### src/rtl/shared_resource_responder.sv
// shared_resource_responder: round-robin arbitrated fixed-latency compute resource shared by two pipelines.
module shared_resource_responder #(
    parameter int          DATA_W  = 32,
    parameter int          LATENCY = 3,
    parameter int unsigned INCR    = 1
) (
    input  logic              clk,
    input  logic              reset,
    input  logic              global_stall,
    input  logic [DATA_W-1:0] in_data_1,
    input  logic [DATA_W-1:0] in_data_2,
    input  logic              in_valid_1,
    input  logic              in_valid_2,
    input  logic              in_flush_1,
    input  logic              in_flush_2,
    output logic              out_valid_1,
    output logic              out_valid_2,
    output logic [DATA_W-1:0] out_data_1,
    output logic [DATA_W-1:0] out_data_2,
    output logic              out_flush_1,
    output logic              out_flush_2,
    output logic              out_stall_1,
    output logic              out_stall_2
);
    localparam int LAST = LATENCY - 1;
    localparam logic [DATA_W-1:0] INC = DATA_W'(INCR);

    logic [1:0]        slot_v_q, slot_v_d;
    logic [DATA_W-1:0] slot_dat_q [2];
    logic [DATA_W-1:0] slot_dat_d [2];
    logic [LATENCY-1:0] stg_v_q, stg_v_d, stg_id_q, stg_id_d;
    logic [DATA_W-1:0] stg_r_q [LATENCY];
    logic [DATA_W-1:0] stg_r_d [LATENCY];
    logic              last2_q, last2_d;
    logic [1:0]        ack_q;
    logic [1:0]        vld, fl, grant, stall, acc;

    assign vld = {in_valid_2, in_valid_1};
    assign fl  = {in_flush_2, in_flush_1};

    always_comb begin
        grant[0] = ~global_stall & slot_v_q[0] & (~slot_v_q[1] | last2_q);
        grant[1] = ~global_stall & slot_v_q[1] & (~slot_v_q[0] | ~last2_q);
        stall = {2{global_stall}} | (slot_v_q & ~grant);
        acc = vld & ~stall & ~fl;
        slot_v_d = acc | (slot_v_q & ~grant & ~fl);
        slot_dat_d[0] = acc[0] ? in_data_1 : slot_dat_q[0];
        slot_dat_d[1] = acc[1] ? in_data_2 : slot_dat_q[1];
        last2_d = (&slot_v_q & |grant) ? grant[1] : last2_q;
        stg_v_d = stg_v_q;
        stg_id_d = stg_id_q;
        stg_r_d = stg_r_q;
        if (!global_stall) begin
            stg_v_d[0] = |grant;
            stg_id_d[0] = grant[1];
            stg_r_d[0] = (grant[1] ? slot_dat_q[1] : slot_dat_q[0]) + INC;
            for (int j = 1; j < LATENCY; j++) begin
                stg_v_d[j] = stg_v_q[j-1];
                stg_id_d[j] = stg_id_q[j-1];
                stg_r_d[j] = stg_r_q[j-1];
            end
        end
        // flush kills by tag after the shift, so a same-edge grant of the flushed slot also dies
        for (int j = 0; j < LATENCY; j++) stg_v_d[j] = stg_v_d[j] & ~fl[stg_id_d[j]];
    end

    always_ff @(posedge clk) begin
        if (reset) begin
            slot_v_q <= '0;
            slot_dat_q <= '{default: '0};
            stg_v_q <= '0;
            stg_id_q <= '0;
            stg_r_q <= '{default: '0};
            last2_q <= 1'b1;
            ack_q <= '0;
        end else begin
            slot_v_q <= slot_v_d;
            slot_dat_q <= slot_dat_d;
            stg_v_q <= stg_v_d;
            stg_id_q <= stg_id_d;
            stg_r_q <= stg_r_d;
            last2_q <= last2_d;
            ack_q <= fl;
        end
    end

    assign out_valid_1 = stg_v_q[LAST] & ~stg_id_q[LAST];
    assign out_valid_2 = stg_v_q[LAST] & stg_id_q[LAST];
    assign out_data_1  = out_valid_1 ? stg_r_q[LAST] : '0;
    assign out_data_2  = out_valid_2 ? stg_r_q[LAST] : '0;
    assign out_flush_1 = ack_q[0];
    assign out_flush_2 = ack_q[1];
    assign out_stall_1 = stall[0];
    assign out_stall_2 = stall[1];
endmodule

### config.mk
export PLATFORM = sky130hd
export DESIGN_NAME = shared_resource_responder
export DESIGN_NICKNAME = d
export VERILOG_FILES = /design/src/rtl/shared_resource_responder.sv
export SDC_FILE = /design/constraint.sdc
export NUM_CORES = 1
export LEC_CHECK = 0
export CAP_MARGIN = 20
export CORE_MARGIN = 2
export CORE_UTILIZATION = 55
export DETAILED_ROUTE_END_ITERATION = 16
export DONT_BUFFER_PORTS = 1
export GPL_TIMING_DRIVEN = 1
export PLACE_DENSITY_LB_ADDON = 0.25
export SLEW_MARGIN = 15
export SYNTH_ARGS = -nofsm -noshare
export SYNTH_HDL_FRONTEND = slang
export SYNTH_SLANG_ARGS = --single-unit
### constraint.sdc
create_clock -name clk -period 3.1 [get_ports clk]
set_clock_uncertainty 0.05 [all_clocks]
set_input_delay 0.62 -clock clk [delete_from_list [all_inputs] [get_ports clk]]
set_output_delay 0.62 -clock clk [all_outputs]
set_load 0.05 [all_outputs]
==> impl_metrics.prom, run 1 <==
# TYPE chip_impl_metric gauge
chip_impl_metric{name="io_pins",unit=""} 141
chip_impl_metric{name="synthesis.nets",unit=""} 1049
chip_impl_metric{name="final_hold_viol_count",unit=""} 0
chip_impl_metric{name="net_sw_share",unit="%"} 23.7
chip_impl_metric{name="cts.clk_slew.worst_paths",unit="ns"} 0.07
chip_impl_metric{name="setup_violations",unit=""} 0
chip_impl_metric{name="via_count_of_the_first_global_routing_pass",unit=""} 5903
chip_impl_metric{name="global_route.overflow_total",unit=""} 0
chip_impl_info{name="clock-root-buffer",value="sky130_fd_sc_hd__clkbuf_16"} 1
chip_impl_metric{name="grt_max_degree",unit=""} 173
chip_impl_metric{name="first_iter_violations",unit=""} 553
chip_impl_metric{name="die-area",unit="um2"} 15700
chip_impl_metric{name="clock_power_share",unit="%"} 45.5
chip_impl_metric{name="numPortBuffers",unit=""} 0
chip_impl_info{name="slowest_stage",value="sky130_fd_sc_hd__dfxtp_1"} 1
chip_impl_metric{name="clk_latency",unit="ns"} 0.43
chip_impl_metric{name="starting_density",unit="%"} 56.1
chip_impl_metric{name="multi_input_comb_area",unit="um2"} 4350
chip_impl_metric{name="final_max_slew_viol_count",unit=""} 0
chip_impl_metric{name="fillCellCount",unit=""} 1319
chip_impl_metric{name="cap_viol_max_count",unit=""} 0
chip_impl_metric{name="synth.ff_latch_count",unit=""} 171
chip_impl_info{name="yosys_top_cell_by_area",value="sky130_fd_sc_hd__dfxtp_1"} 1
chip_impl_info{name="timing.critical_path.max_delay_family",value="simple AND/OR/NAND/NOR gates"} 1
chip_impl_metric{name="post_detailed_route_wirelength_per_cell",unit="um"} 17.2
chip_impl_info{name="synth_commonest_cells",value="sky130_fd_sc_hd__nand2_1, sky130_fd_sc_hd__dfxtp_1, sky130_fd_sc_hd__mux2i_1"} 1
chip_impl_metric{name="share_of_total_power_in_sequential_cells",unit="%"} 50.7
chip_impl_metric{name="post_synth_inst_count",unit=""} 977
chip_impl_metric{name="cp_slowest_stage_delay",unit="ns"} 0.58
chip_impl_metric{name="area_added_between_synthesis_and_finish",unit="%"} 8.26
chip_impl_metric{name="power.total",unit="mW"} 4.54
chip_impl_metric{name="ir_worst_vdd",unit="mV"} 0.357
chip_impl_metric{name="vias_per_cell",unit=""} 5.86
chip_impl_metric{name="p_per_cell_area",unit="nW/um2"} 518
chip_impl_metric{name="ctsHtreeMaxLevel",unit=""} 4
chip_impl_info{name="critical_path.startpoint_type",value="register"} 1
chip_impl_metric{name="totalWireLength",unit="mm"} 19.7
chip_impl_metric{name="achievable-frequency",unit="MHz"} 362
chip_impl_metric{name="post_cts_buffers",unit=""} 0
chip_impl_metric{name="cts_resized",unit=""} 0
chip_impl_metric{name="dp_worst_setup_slack",unit="ns"} 0.256
chip_impl_metric{name="number_of_synthesized_flops_with_an_enable_pin",unit=""} 0
chip_impl_metric{name="vias_after_detailed_routing",unit=""} 6709
chip_impl_metric{name="post-route-drc-count",unit=""} 0
chip_impl_metric{name="relSlewSlack",unit="%"} 43.1
chip_impl_metric{name="grt_antenna_before_repair",unit=""} 0
chip_impl_metric{name="total_negative_setup_slacks",unit="ns"} 0
chip_impl_info{name="busiest_layer",value="met1"} 1
chip_impl_metric{name="drtPass1Iterations",unit=""} 7
chip_impl_info{name="worstHoldPathType",value="input pin to register"} 1
chip_impl_info{name="synthMostInstantiatedCell",value="sky130_fd_sc_hd__nand2_1"} 1
chip_impl_metric{name="seq_area",unit="um2"} 3420
chip_impl_info{name="worstSetupEndpointType",value="output port"} 1
chip_impl_metric{name="insertedDiodeCount",unit=""} 0
chip_impl_metric{name="floorplan.core_area",unit="um2"} 14400
chip_impl_metric{name="arrival",unit="ns"} 2.09
chip_impl_info{name="clock_tree_from_tritoncts",value="built"} 1
chip_impl_metric{name="cts.path.max_buffers",unit=""} 2
chip_impl_metric{name="width_of_the_chip",unit="um"} 125
chip_impl_info{name="grt_setup_unrepaired",value="no"} 1
chip_impl_metric{name="internal_power",unit="mW"} 3.46
chip_impl_metric{name="yosys_warnings",unit=""} 0
chip_impl_metric{name="tritoncts.num_buffers",unit=""} 17
chip_impl_metric{name="drive_above_1_share",unit="%"} 8.12
chip_impl_metric{name="route.antenna.remaining_nets",unit=""} 0
chip_impl_info{name="setup.worst_path.class",value="register to output port"} 1
chip_impl_metric{name="share_comb_of_total_power",unit="%"} 3.8
chip_impl_metric{name="critical_path.n_buffers_inverters",unit=""} 1
chip_impl_metric{name="cts_hold_repair.buffers",unit=""} 0
chip_impl_metric{name="leakage_power_total",unit="nW"} 3.37
chip_impl_info{name="run_status",value="finished, final reports clean"} 1
chip_impl_metric{name="period_minus_slack",unit="ns"} 2.76
chip_impl_metric{name="critPathRequiredTime",unit="ns"} 2.43
chip_impl_metric{name="max_slew.worst_pin.slew",unit="ns"} 0.852
chip_impl_metric{name="layout.cell_area.non_filler",unit="um2"} 8760
chip_impl_metric{name="synth-seq-area-share",unit="%"} 42.3
chip_impl_metric{name="dp_hpwl",unit="mm"} 13.9
chip_impl_metric{name="async_reset_ff_share",unit="%"} 0
chip_impl_metric{name="synth_top_area_share",unit="%"} 42.3
chip_impl_metric{name="gp_congestion",unit=""} 0.950
chip_impl_metric{name="grt_util_met1",unit="%"} 37.6
chip_impl_metric{name="global_route.usage.met2",unit="%"} 36.7
chip_impl_info{name="yosys_most_used_dff",value="sky130_fd_sc_hd__dfxtp_1"} 1
chip_impl_metric{name="ys_types",unit=""} 64
chip_impl_metric{name="cts_sinks",unit=""} 171
chip_impl_info{name="top_cells_by_area_synth",value="sky130_fd_sc_hd__dfxtp_1, sky130_fd_sc_hd__mux2i_1, sky130_fd_sc_hd__nand2_1"} 1
chip_impl_metric{name="finalCoreUtilization",unit="%"} 60.7
chip_impl_metric{name="met3_usage",unit="%"} 4.84
chip_impl_metric{name="placement.cell_area",unit="um2"} 8180
chip_impl_metric{name="syn_area_per_cell",unit="um2"} 8.28
chip_impl_metric{name="switchingPower",unit="mW"} 1.07
chip_impl_metric{name="worst-path-max-fanout",unit=""} 35
chip_impl_metric{name="track_usage",unit="%"} 25.1
chip_impl_metric{name="grt_first_pass_wirelength",unit="mm"} 31.9
chip_impl_metric{name="period_share",unit="%"} 89.0
chip_impl_metric{name="mappedNetlistArea",unit="um2"} 8090
chip_impl_metric{name="core.rowCount",unit=""} 44
chip_impl_metric{name="nets",unit=""} 1020
chip_impl_metric{name="fin_ws",unit="ns"} 0.341
chip_impl_info{name="cp_cell_sequence",value="nor2b_2 > buf_4 > and2_1"} 1
chip_impl_metric{name="die-height",unit="um"} 125
placed cells by master (no fill, tap or decap), types with 2 or more instances in the layout:
master                         n
sky130_fd_sc_hd__nand3_1      26
sky130_fd_sc_hd__a211o_1       4
sky130_fd_sc_hd__and2_1       38
sky130_fd_sc_hd__xor2_1        9
sky130_fd_sc_hd__inv_1         4
sky130_fd_sc_hd__a41oi_1       2
sky130_fd_sc_hd__nor4_4        2
sky130_fd_sc_hd__nand2_1     196
sky130_fd_sc_hd__or3_1         5
sky130_fd_sc_hd__clkbuf_16    17
sky130_fd_sc_hd__clkinv_4      4
sky130_fd_sc_hd__nor2_1       92
sky130_fd_sc_hd__o221ai_1      2
sky130_fd_sc_hd__clkinvlp_4    2
sky130_fd_sc_hd__a32oi_1       3
sky130_fd_sc_hd__xnor2_1      12
sky130_fd_sc_hd__clkinv_2      2
sky130_fd_sc_hd__mux2_2        4
sky130_fd_sc_hd__a22o_1        2
sky130_fd_sc_hd__nor3_1        5
sky130_fd_sc_hd__nor2b_1       7
sky130_fd_sc_hd__a32oi_2       2
sky130_fd_sc_hd__mux2i_1      94
sky130_fd_sc_hd__o22ai_1       8
sky130_fd_sc_hd__o211ai_1      5
sky130_fd_sc_hd__inv_6         4
sky130_fd_sc_hd__nor4_1        5
sky130_fd_sc_hd__a211oi_1      5
sky130_fd_sc_hd__nand4_1      28
sky130_fd_sc_hd__and3_1       43
sky130_fd_sc_hd__a21oi_1      85
sky130_fd_sc_hd__dfxtp_1     171
sky130_fd_sc_hd__buf_4        22
sky130_fd_sc_hd__a2111oi_0     2
sky130_fd_sc_hd__o21ai_1       6
sky130_fd_sc_hd__o21ai_0      11
registers in the layout (all words and copies together), names as in the netlist:
register and count:
slot_dat_q 64, ack_q 2, stg_r_q 96, slot_v_q 2, last2_q 1, stg_id_q 3, stg_v_q 3
cell families (layout without fill, tap and decap cells):
logic type | count (synthesis) | after routing | synth area share [%]
fa+ha+maj | 1 | 1 | 0.155
xor+xnor | 21 | 21 | 2.27
buf+inv | 74 | 58 | 4.24
simple gates | 462 | 462 | 27.3
compound gates | 150 | 150 | 11.5
flops | 171 | 171 | 42.3
mux | 98 | 98 | 12.2
power by group through the flow:
stage	clock network, mW	logic [mW]	registers, mW
2_1_floorplan	0	0.203	2.33
3_3_place_gp	0	0.171	2.35
3_5_place_dp	0	0.173	2.35
4_1_cts	2.11	0.173	2.30
5_1_grt	2.20	0.192	2.30
6_report	2.06	0.174	2.30
worst reg2reg max path: stages (launching register included):
cell	delay [ns]
sky130_fd_sc_hd__dfxtp_1	0.40
sky130_fd_sc_hd__and2b_4	0.27
sky130_fd_sc_hd__nand2_2	0.16
sky130_fd_sc_hd__nand2_1	0.07
sky130_fd_sc_hd__nand2_1	0.10
sky130_fd_sc_hd__ha_1	0.35
sky130_fd_sc_hd__inv_1	0.14
sky130_fd_sc_hd__nor4_4	0.34
sky130_fd_sc_hd__a32o_1	0.34
sky130_fd_sc_hd__a31o_2	0.19
sky130_fd_sc_hd__nand3_1	0.07
sky130_fd_sc_hd__a21oi_1	0.13
routing by layer:
layer / part of all wire [%] / vias up
met1: 50 / 3117
met3: 5.8 / 24
met2: 43 / 234
met5: 0 / -
li1: - / 3334
met4: 1.4 / 0
final cells by class:
cell class / count / area share [%]
clock buffers: 18 / 5.02
clock inverters: 14 / 1.56
inverters: 4 / 0.171
multi-input cells: 732 / 49.6
flip-flops and latches: 171 / 39.1
well taps: 184 / 2.63
repair buffers: 22 / 1.89
path summary, 6_finish.rpt:
kind | start | slack [ns] | cells after the start | endpoint
hold reg to reg | stg_r_q[66] | 0.41 | 2 | stg_r_q[66]
setup reg to reg | slot_v_q[1] | 0.42 | 11 | stg_r_q[88]
hold / removal | reset | 0.21 | 1 | ack_q[1]
setup / recovery | stg_id_q[2] | 0.34 | 3 | out_data_1[13]
stage by stage:
| stage | std cells | hold WS [ns] |
|---|---|---|
| 5_1_grt | 1145 | 0.202 |
| 4_1_cts | 1145 | 0.197 |
| 3_3_place_gp | 1113 | 0.397 |
| 6_report | 1145 | 0.212 |
| 2_1_floorplan | 977 | 0.375 |
| 3_5_place_dp | 1113 | 0.402 |
Note: power is estimated with default switching activity, not from simulation.
==> run 2: changes to the inputs <==
CORE_MARGIN = unset   (was 2)
clock period = 3.2 ns   (was 3.1 ns; I/O delays follow)
==> run 2 against run 1 <==
Compared with the run above: clock-buffer cell count up 3; die area is 3.2% lower; combinational power decreased by 4%; global-route usage rose by 1.3 points; sequential power down 3%; register-to-register slack is essentially flat; critical path depth grew 8; via count increased by 1.3%; non-clock buffer count decreased by 9; sequential cell count did not move; largest cell class unchanged; largest power group unchanged.
==> impl_metrics.prom, run 2 (synthesis results as in run 1) <==
# TYPE chip_impl_metric gauge
chip_impl_info{name="run_status",value="finished, final reports clean"} 1
chip_impl_metric{name="first_iter_violations",unit=""} 634
chip_impl_metric{name="gp_congestion",unit=""} 0.970
chip_impl_metric{name="area_added_between_synthesis_and_finish",unit="%"} 7.77
chip_impl_metric{name="arrival",unit="ns"} 3.08
chip_impl_metric{name="cts.path.max_buffers",unit=""} 2
chip_impl_info{name="clock_tree_from_tritoncts",value="built"} 1
chip_impl_metric{name="track_usage",unit="%"} 26.4
chip_impl_metric{name="drive_above_1_share",unit="%"} 6.94
chip_impl_info{name="commonest_cells_after_routing_fill_and_taps_aside",value="sky130_fd_sc_hd__nand2_1, sky130_fd_sc_hd__dfxtp_1, sky130_fd_sc_hd__mux2i_1, sky130_fd_sc_hd__nor2_1, sky130_fd_sc_hd__a21oi_1"} 1
chip_impl_metric{name="die-area",unit="um2"} 15200
chip_impl_info{name="worstSetupStartpoint",value="slot_v_q[1]"} 1
chip_impl_info{name="timing.critical_path.max_delay_family",value="simple AND/OR/NAND/NOR gates"} 1
chip_impl_info{name="critical-path-top-cell-by-count",value="sky130_fd_sc_hd__nand2_1"} 1
chip_impl_info{name="regMostFlops",value="stg_r_q"} 1
chip_impl_metric{name="relSlewSlack",unit="%"} 42.6
chip_impl_metric{name="post-route-drc-count",unit=""} 0
chip_impl_metric{name="final_hold_viol_count",unit=""} 0
chip_impl_metric{name="max_slew.worst_pin.slew",unit="ns"} 0.857
chip_impl_metric{name="io_pins",unit=""} 141
chip_impl_metric{name="setup_violations",unit=""} 0
chip_impl_info{name="final_common_cell",value="sky130_fd_sc_hd__nand2_1"} 1
chip_impl_metric{name="fillCellCount",unit=""} 1298
chip_impl_metric{name="cap_viol_max_count",unit=""} 0
chip_impl_metric{name="global_route.overflow_total",unit=""} 0
chip_impl_metric{name="drtPass1Iterations",unit=""} 6
chip_impl_metric{name="width_of_the_chip",unit="um"} 123
chip_impl_metric{name="power.total",unit="mW"} 4.53
chip_impl_info{name="critical_path.startpoint_type",value="register"} 1
chip_impl_metric{name="grt_antenna_before_repair",unit=""} 0
chip_impl_metric{name="nets",unit=""} 1011
chip_impl_metric{name="internal_power",unit="mW"} 3.54
chip_impl_metric{name="share_of_total_power_in_sequential_cells",unit="%"} 49.2
chip_impl_metric{name="totalWireLength",unit="mm"} 19.8
chip_impl_metric{name="ir_worst_vdd",unit="mV"} 0.339
chip_impl_metric{name="cts_sinks",unit=""} 171
chip_impl_metric{name="vias_after_detailed_routing",unit=""} 6798
chip_impl_metric{name="core.rowCount",unit=""} 43
chip_impl_info{name="grt_setup_unrepaired",value="no"} 1
chip_impl_metric{name="numPortBuffers",unit=""} 0
chip_impl_metric{name="period_minus_slack",unit="ns"} 2.77
chip_impl_metric{name="switchingPower",unit="mW"} 0.994
chip_impl_metric{name="share_comb_of_total_power",unit="%"} 3.7
chip_impl_metric{name="via_count_of_the_first_global_routing_pass",unit=""} 5975
chip_impl_info{name="setup.worst_path.class",value="register to register"} 1
chip_impl_metric{name="clock_power_share",unit="%"} 47.1
chip_impl_info{name="timing.rr.start",value="slot_v_q[1]"} 1
chip_impl_metric{name="worst-path-max-fanout",unit=""} 14
chip_impl_metric{name="route.antenna.remaining_nets",unit=""} 0
chip_impl_metric{name="tritoncts.num_buffers",unit=""} 17
chip_impl_metric{name="cts_resized",unit=""} 0
chip_impl_info{name="min-delay-start",value="reset"} 1
chip_impl_metric{name="achievable-frequency",unit="MHz"} 361
chip_impl_metric{name="post_cts_buffers",unit=""} 0
chip_impl_info{name="slowest_stage",value="sky130_fd_sc_hd__dfxtp_1"} 1
chip_impl_metric{name="p_per_cell_area",unit="nW/um2"} 520
chip_impl_info{name="cp_cell_sequence",value="nand2b_4 > nor2_8 > nand2_1 > nand2_1 > ha_1 > inv_1 > nor4_2 > a32o_1 > a31o_2 > nand3_1 > a21oi_1"} 1
chip_impl_metric{name="met2_length",unit="mm"} 8.44
chip_impl_metric{name="critPathRequiredTime",unit="ns"} 3.51
chip_impl_metric{name="post_detailed_route_wirelength_per_cell",unit="um"} 17.5
chip_impl_metric{name="grt_first_pass_wirelength",unit="mm"} 30.9
chip_impl_metric{name="grt_max_degree",unit=""} 173
chip_impl_metric{name="cp_slowest_stage_delay",unit="ns"} 0.53
chip_impl_metric{name="die-height",unit="um"} 123
chip_impl_metric{name="final_max_slew_viol_count",unit=""} 0
chip_impl_metric{name="cts_hold_repair.buffers",unit=""} 0
chip_impl_metric{name="period_share",unit="%"} 86.7
chip_impl_metric{name="floorplan.core_area",unit="um2"} 14100
chip_impl_metric{name="vias_per_cell",unit=""} 6.01
chip_impl_info{name="worstHoldPathType",value="input pin to register"} 1
chip_impl_metric{name="insertedDiodeCount",unit=""} 0
chip_impl_metric{name="ctsHtreeMaxLevel",unit=""} 4
chip_impl_metric{name="clk_latency",unit="ns"} 0.43
chip_impl_metric{name="detailroute.wirelength.met3",unit="mm"} 1.36
chip_impl_metric{name="cts.clk_slew.worst_paths",unit="ns"} 0.06
chip_impl_metric{name="starting_density",unit="%"} 57.4
chip_impl_metric{name="largest_register_ff_count",unit=""} 96
chip_impl_info{name="layout_top_registers",value="stg_r_q: 96 flops, slot_dat_q: 64 flops"} 1
chip_impl_metric{name="dp_hpwl",unit="mm"} 13.9
chip_impl_metric{name="leakage_power_total",unit="nW"} 3.32
chip_impl_metric{name="total_negative_setup_slacks",unit="ns"} 0
chip_impl_metric{name="critical_path.n_buffers_inverters",unit=""} 1
chip_impl_info{name="clock-root-buffer",value="sky130_fd_sc_hd__clkbuf_16"} 1
chip_impl_info{name="highest-signal-layer",value="met4"} 1
chip_impl_info{name="worstSetupEndpointType",value="register"} 1
chip_impl_metric{name="net_sw_share",unit="%"} 21.9
chip_impl_metric{name="detail_route.wirelength.met1",unit="mm"} 9.70
-- run 2: cell count changes in the layout (fill, tap and decap cells not counted), sizes merged --
cell      previous run  this run
bufinv               1         3
clkinvlp             2         1
clkinv               6         4
buf                 22        13
inv                  9         6
clkbuf              18        21
-- run 2: cell type report --
type,instances,area (um2),area share [%]
repair buffers,13,105,1.21
clock buffers,21,470,5.40
multi-input cells,732,4340,49.8
well taps,180,225,2.58
inverters,4,15.0,0.172
flip-flops and latches,171,3420,39.3
clock inverters,10,139,1.59
-- run 2: final timing paths --
check | to | slack, ns | depth (start not counted)
max | stg_r_q[88] | 0.43 | 11
min | ack_q[1] | 0.23 | 1
max reg2reg | stg_r_q[88] | 0.43 | 11
min reg2reg | stg_r_q[92] | 0.41 | 2
-- run 2: power groups by stage --
stage	registers [mW]	logic [mW]	clock network, mW
after floorplan	2.25	0.196	0
after global placement	2.27	0.163	0
after detailed placement	2.28	0.166	0
after CTS	2.23	0.166	2.16
after global routing	2.23	0.185	2.25
final	2.23	0.167	2.13
-- run 2: per-stage QoR --
step / setup slack [ns] / utilization [%] / hold slack (ns) / std cells / area [um2]
after floorplan: 0.0769 / - / 0.375 / 977 / 8090
after global placement: 0.396 / 57.4 / 0.393 / 1099 / 8090
after detailed placement: 0.322 / 57.4 / 0.404 / 1099 / 8090
after CTS: 0.438 / 61.7 / 0.219 / 1130 / 8700
after global routing: 0.232 / 61.8 / 0.213 / 1131 / 8720
final: 0.426 / 61.8 / 0.232 / 1131 / 8720
-- run 2: per-layer routing --
| metal | vias up | track usage, % |
|---|---|---|
| met3 | 30 | 6.18 |
| met1 | 3178 | 37.9 |
| met4 | 0 | 8.43 |
| li1 | 3311 | - |
| met2 | 279 | 38.9 |
| met5 | - | 0 |
-- run 2: worst register-to-register path: stages (launching register included) --
cell	delay [ns]
sky130_fd_sc_hd__dfxtp_1	0.53
sky130_fd_sc_hd__nand2b_4	0.17
sky130_fd_sc_hd__nor2_8	0.27
sky130_fd_sc_hd__nand2_1	0.08
sky130_fd_sc_hd__nand2_1	0.09
sky130_fd_sc_hd__ha_1	0.29
sky130_fd_sc_hd__inv_1	0.10
sky130_fd_sc_hd__nor4_2	0.38
sky130_fd_sc_hd__a32o_1	0.35
sky130_fd_sc_hd__a31o_2	0.19
sky130_fd_sc_hd__nand3_1	0.07
sky130_fd_sc_hd__a21oi_1	0.14
==> run 3: changes to the inputs <==
clock period = 2.8 ns   (was 3.2 ns; I/O delays follow)
==> run 3 against run 2 <==
Compared with the run above: highest routed layer unchanged; sequential power up 14%; non-clock buffer count up 38; sequential share of layout area down 2.2 points; sequential cell count unchanged; setup slack worse by 0.15 ns; first-iteration DRC count down 22%.
==> impl_metrics.prom, run 3 (synthesis results as in run 1) <==
# TYPE chip_impl_metric gauge
chip_impl_info{name="run_status",value="finished, final reports clean"} 1
chip_impl_metric{name="dp_hpwl",unit="mm"} 14.2
chip_impl_info{name="regMostFlops",value="stg_r_q"} 1
chip_impl_info{name="layout_top_registers",value="stg_r_q: 96 flops, slot_dat_q: 64 flops"} 1
chip_impl_metric{name="grt_antenna_before_repair",unit=""} 0
chip_impl_info{name="worstSetupStartpoint",value="stg_v_q[2]"} 1
chip_impl_metric{name="cap_viol_max_count",unit=""} 0
chip_impl_info{name="worstSetupEndpointType",value="output port"} 1
chip_impl_metric{name="route.antenna.remaining_nets",unit=""} 0
chip_impl_metric{name="post_detailed_route_wirelength_per_cell",unit="um"} 17.2
chip_impl_metric{name="core.rowCount",unit=""} 43
chip_impl_metric{name="cp_num_cells",unit=""} 3
chip_impl_metric{name="vias_after_detailed_routing",unit=""} 6817
chip_impl_metric{name="cts_resized",unit=""} 0
chip_impl_info{name="commonest_cells_after_routing_fill_and_taps_aside",value="sky130_fd_sc_hd__nand2_1, sky130_fd_sc_hd__dfxtp_1, sky130_fd_sc_hd__mux2i_1, sky130_fd_sc_hd__nor2_1, sky130_fd_sc_hd__a21oi_1"} 1
chip_impl_metric{name="arrival",unit="ns"} 1.91
chip_impl_metric{name="gp_congestion",unit=""} 0.964
chip_impl_metric{name="track_usage",unit="%"} 27.4
chip_impl_metric{name="width_of_the_chip",unit="um"} 123
chip_impl_info{name="clock_tree_from_tritoncts",value="built"} 1
chip_impl_metric{name="post-route-drc-count",unit=""} 0
chip_impl_info{name="grt_setup_unrepaired",value="no"} 1
chip_impl_metric{name="setup_violations",unit=""} 0
chip_impl_metric{name="finish.cell_count_without_fillers",unit=""} 1170
chip_impl_metric{name="r2r_cells",unit=""} 11
chip_impl_metric{name="final_hold_viol_count",unit=""} 0
chip_impl_metric{name="critical_path.n_buffers_inverters",unit=""} 1
chip_impl_metric{name="period_share",unit="%"} 90.2
chip_impl_metric{name="insertedDiodeCount",unit=""} 0
chip_impl_info{name="final_common_cell",value="sky130_fd_sc_hd__nand2_1"} 1
chip_impl_metric{name="die-area",unit="um2"} 15200
chip_impl_metric{name="cts.path.max_buffers",unit=""} 2
chip_impl_info{name="reg2reg_to",value="stg_r_q[82]"} 1
chip_impl_metric{name="achievable-frequency",unit="MHz"} 396
chip_impl_metric{name="place_inst",unit=""} 1138
chip_impl_info{name="cp_cell_sequence",value="nor2b_2 > and2_1 > buf_12"} 1
chip_impl_info{name="slowest_stage",value="sky130_fd_sc_hd__nor2b_2"} 1
chip_impl_metric{name="ctsHtreeMaxLevel",unit=""} 4
chip_impl_metric{name="relSlewSlack",unit="%"} 40.9
chip_impl_metric{name="clk_latency",unit="ns"} 0.42
chip_impl_metric{name="cp_slowest_stage_delay",unit="ns"} 0.72
chip_impl_metric{name="io_pins",unit=""} 141
chip_impl_metric{name="global_route.overflow_total",unit=""} 0
chip_impl_metric{name="drtPass1Iterations",unit=""} 5
chip_impl_metric{name="via_count_of_the_first_global_routing_pass",unit=""} 6091
chip_impl_metric{name="largest_register_ff_count",unit=""} 96
chip_impl_metric{name="leakage_power_total",unit="nW"} 3.60
chip_impl_info{name="worstHoldPathType",value="input pin to register"} 1
chip_impl_metric{name="ir_worst_vdd",unit="mV"} 0.347
chip_impl_metric{name="first_iter_violations",unit=""} 495
chip_impl_metric{name="floorplan.core_area",unit="um2"} 14100
chip_impl_info{name="clock-root-buffer",value="sky130_fd_sc_hd__clkbuf_16"} 1
chip_impl_metric{name="vias_per_cell",unit=""} 5.83
chip_impl_metric{name="final_max_slew_viol_count",unit=""} 0
chip_impl_metric{name="nets",unit=""} 1049
chip_impl_metric{name="rrSetupSlack",unit="ns"} 0.30
chip_impl_metric{name="grt_first_pass_wirelength",unit="mm"} 31.9
chip_impl_metric{name="area_added_between_synthesis_and_finish",unit="%"} 14.1
chip_impl_info{name="timing.rr.start",value="slot_v_q[1]"} 1
chip_impl_metric{name="worst-path-max-fanout",unit=""} 33
chip_impl_metric{name="critPathRequiredTime",unit="ns"} 2.19
chip_impl_metric{name="cts_sinks",unit=""} 171
chip_impl_info{name="setup.worst_path.class",value="register to output port"} 1
chip_impl_metric{name="total_negative_setup_slacks",unit="ns"} 0
chip_impl_metric{name="die-height",unit="um"} 123
chip_impl_metric{name="grt_max_degree",unit=""} 173
chip_impl_info{name="min-delay-start",value="reset"} 1
chip_impl_metric{name="starting_density",unit="%"} 57.4
chip_impl_metric{name="drive_above_1_share",unit="%"} 10.6
chip_impl_metric{name="tritoncts.num_buffers",unit=""} 17
chip_impl_metric{name="cts_hold_repair.buffers",unit=""} 0
chip_impl_metric{name="totalWireLength",unit="mm"} 20.2
chip_impl_metric{name="numPortBuffers",unit=""} 0
chip_impl_info{name="timing.critical_path.max_delay_family",value="simple AND/OR/NAND/NOR gates"} 1
chip_impl_metric{name="cts.clk_slew.worst_paths",unit="ns"} 0.06
chip_impl_info{name="critical_path.startpoint_type",value="register"} 1
chip_impl_metric{name="p_per_cell_area",unit="nW/um2"} 560
chip_impl_metric{name="post_cts_buffers",unit=""} 0
chip_impl_metric{name="max_slew.worst_pin.slew",unit="ns"} 0.883
chip_impl_metric{name="period_minus_slack",unit="ns"} 2.52
chip_impl_info{name="setup.worst_path.end",value="out_data_1[25]"} 1
run 3: layer usage:
layer  share of wire, %  track usage (%)  vias to the layer above
li1                   -                -                     3386
met5                  0                0                        -
met1                 49             39.5                     3168
met3                6.0             4.89                       20
met4                1.3             9.56                        0
met2                 44             41.1                      243
run 3: power breakdown:
part	internal [mW]	leakage [nW]	switching, mW
Combinational	0.0899	1.91	0.108
Clock	1.44	0.299	0.982
Sequential	2.48	1.38	0.0638
run 3: how the worst min path moves through the flow:
stage,end,slack [ns],depth (start not counted)
floorplan,stg_r_q[92],0.37,2
global placement,stg_r_q[66],0.39,2
detailed placement,stg_r_q[92],0.40,2
CTS,ack_q[1],0.15,1
global route,ack_q[1],0.13,1
finish,ack_q[1],0.16,1
run 3: layout make-up:
class                           instances  area [um2]
Sequential cell                       171        3420
Tap cell                              180         225
Inverter                                4        15.0
Clock buffer                           20         447
Multi-Input combinational cell        732        4350
Timing Repair Buffer                   51         608
Clock inverter                         12         161
Fill cell                            1268        4870
run 3: stage by stage:
step           total power, mW  worst slack [ns]  util [%]  hold slack (ns)  cell area (um2)
6_report                  5.17             0.275      65.5            0.156             9230
5_1_grt                   5.35             0.136      65.5            0.128             9230
4_1_cts                   5.20             0.239      65.5            0.146             9230
3_5_place_dp              2.80             0.181      61.1            0.400             8620
3_3_place_gp              2.79             0.238      61.1            0.392             8620
2_1_floorplan             2.80          0.000589         -            0.375             8110
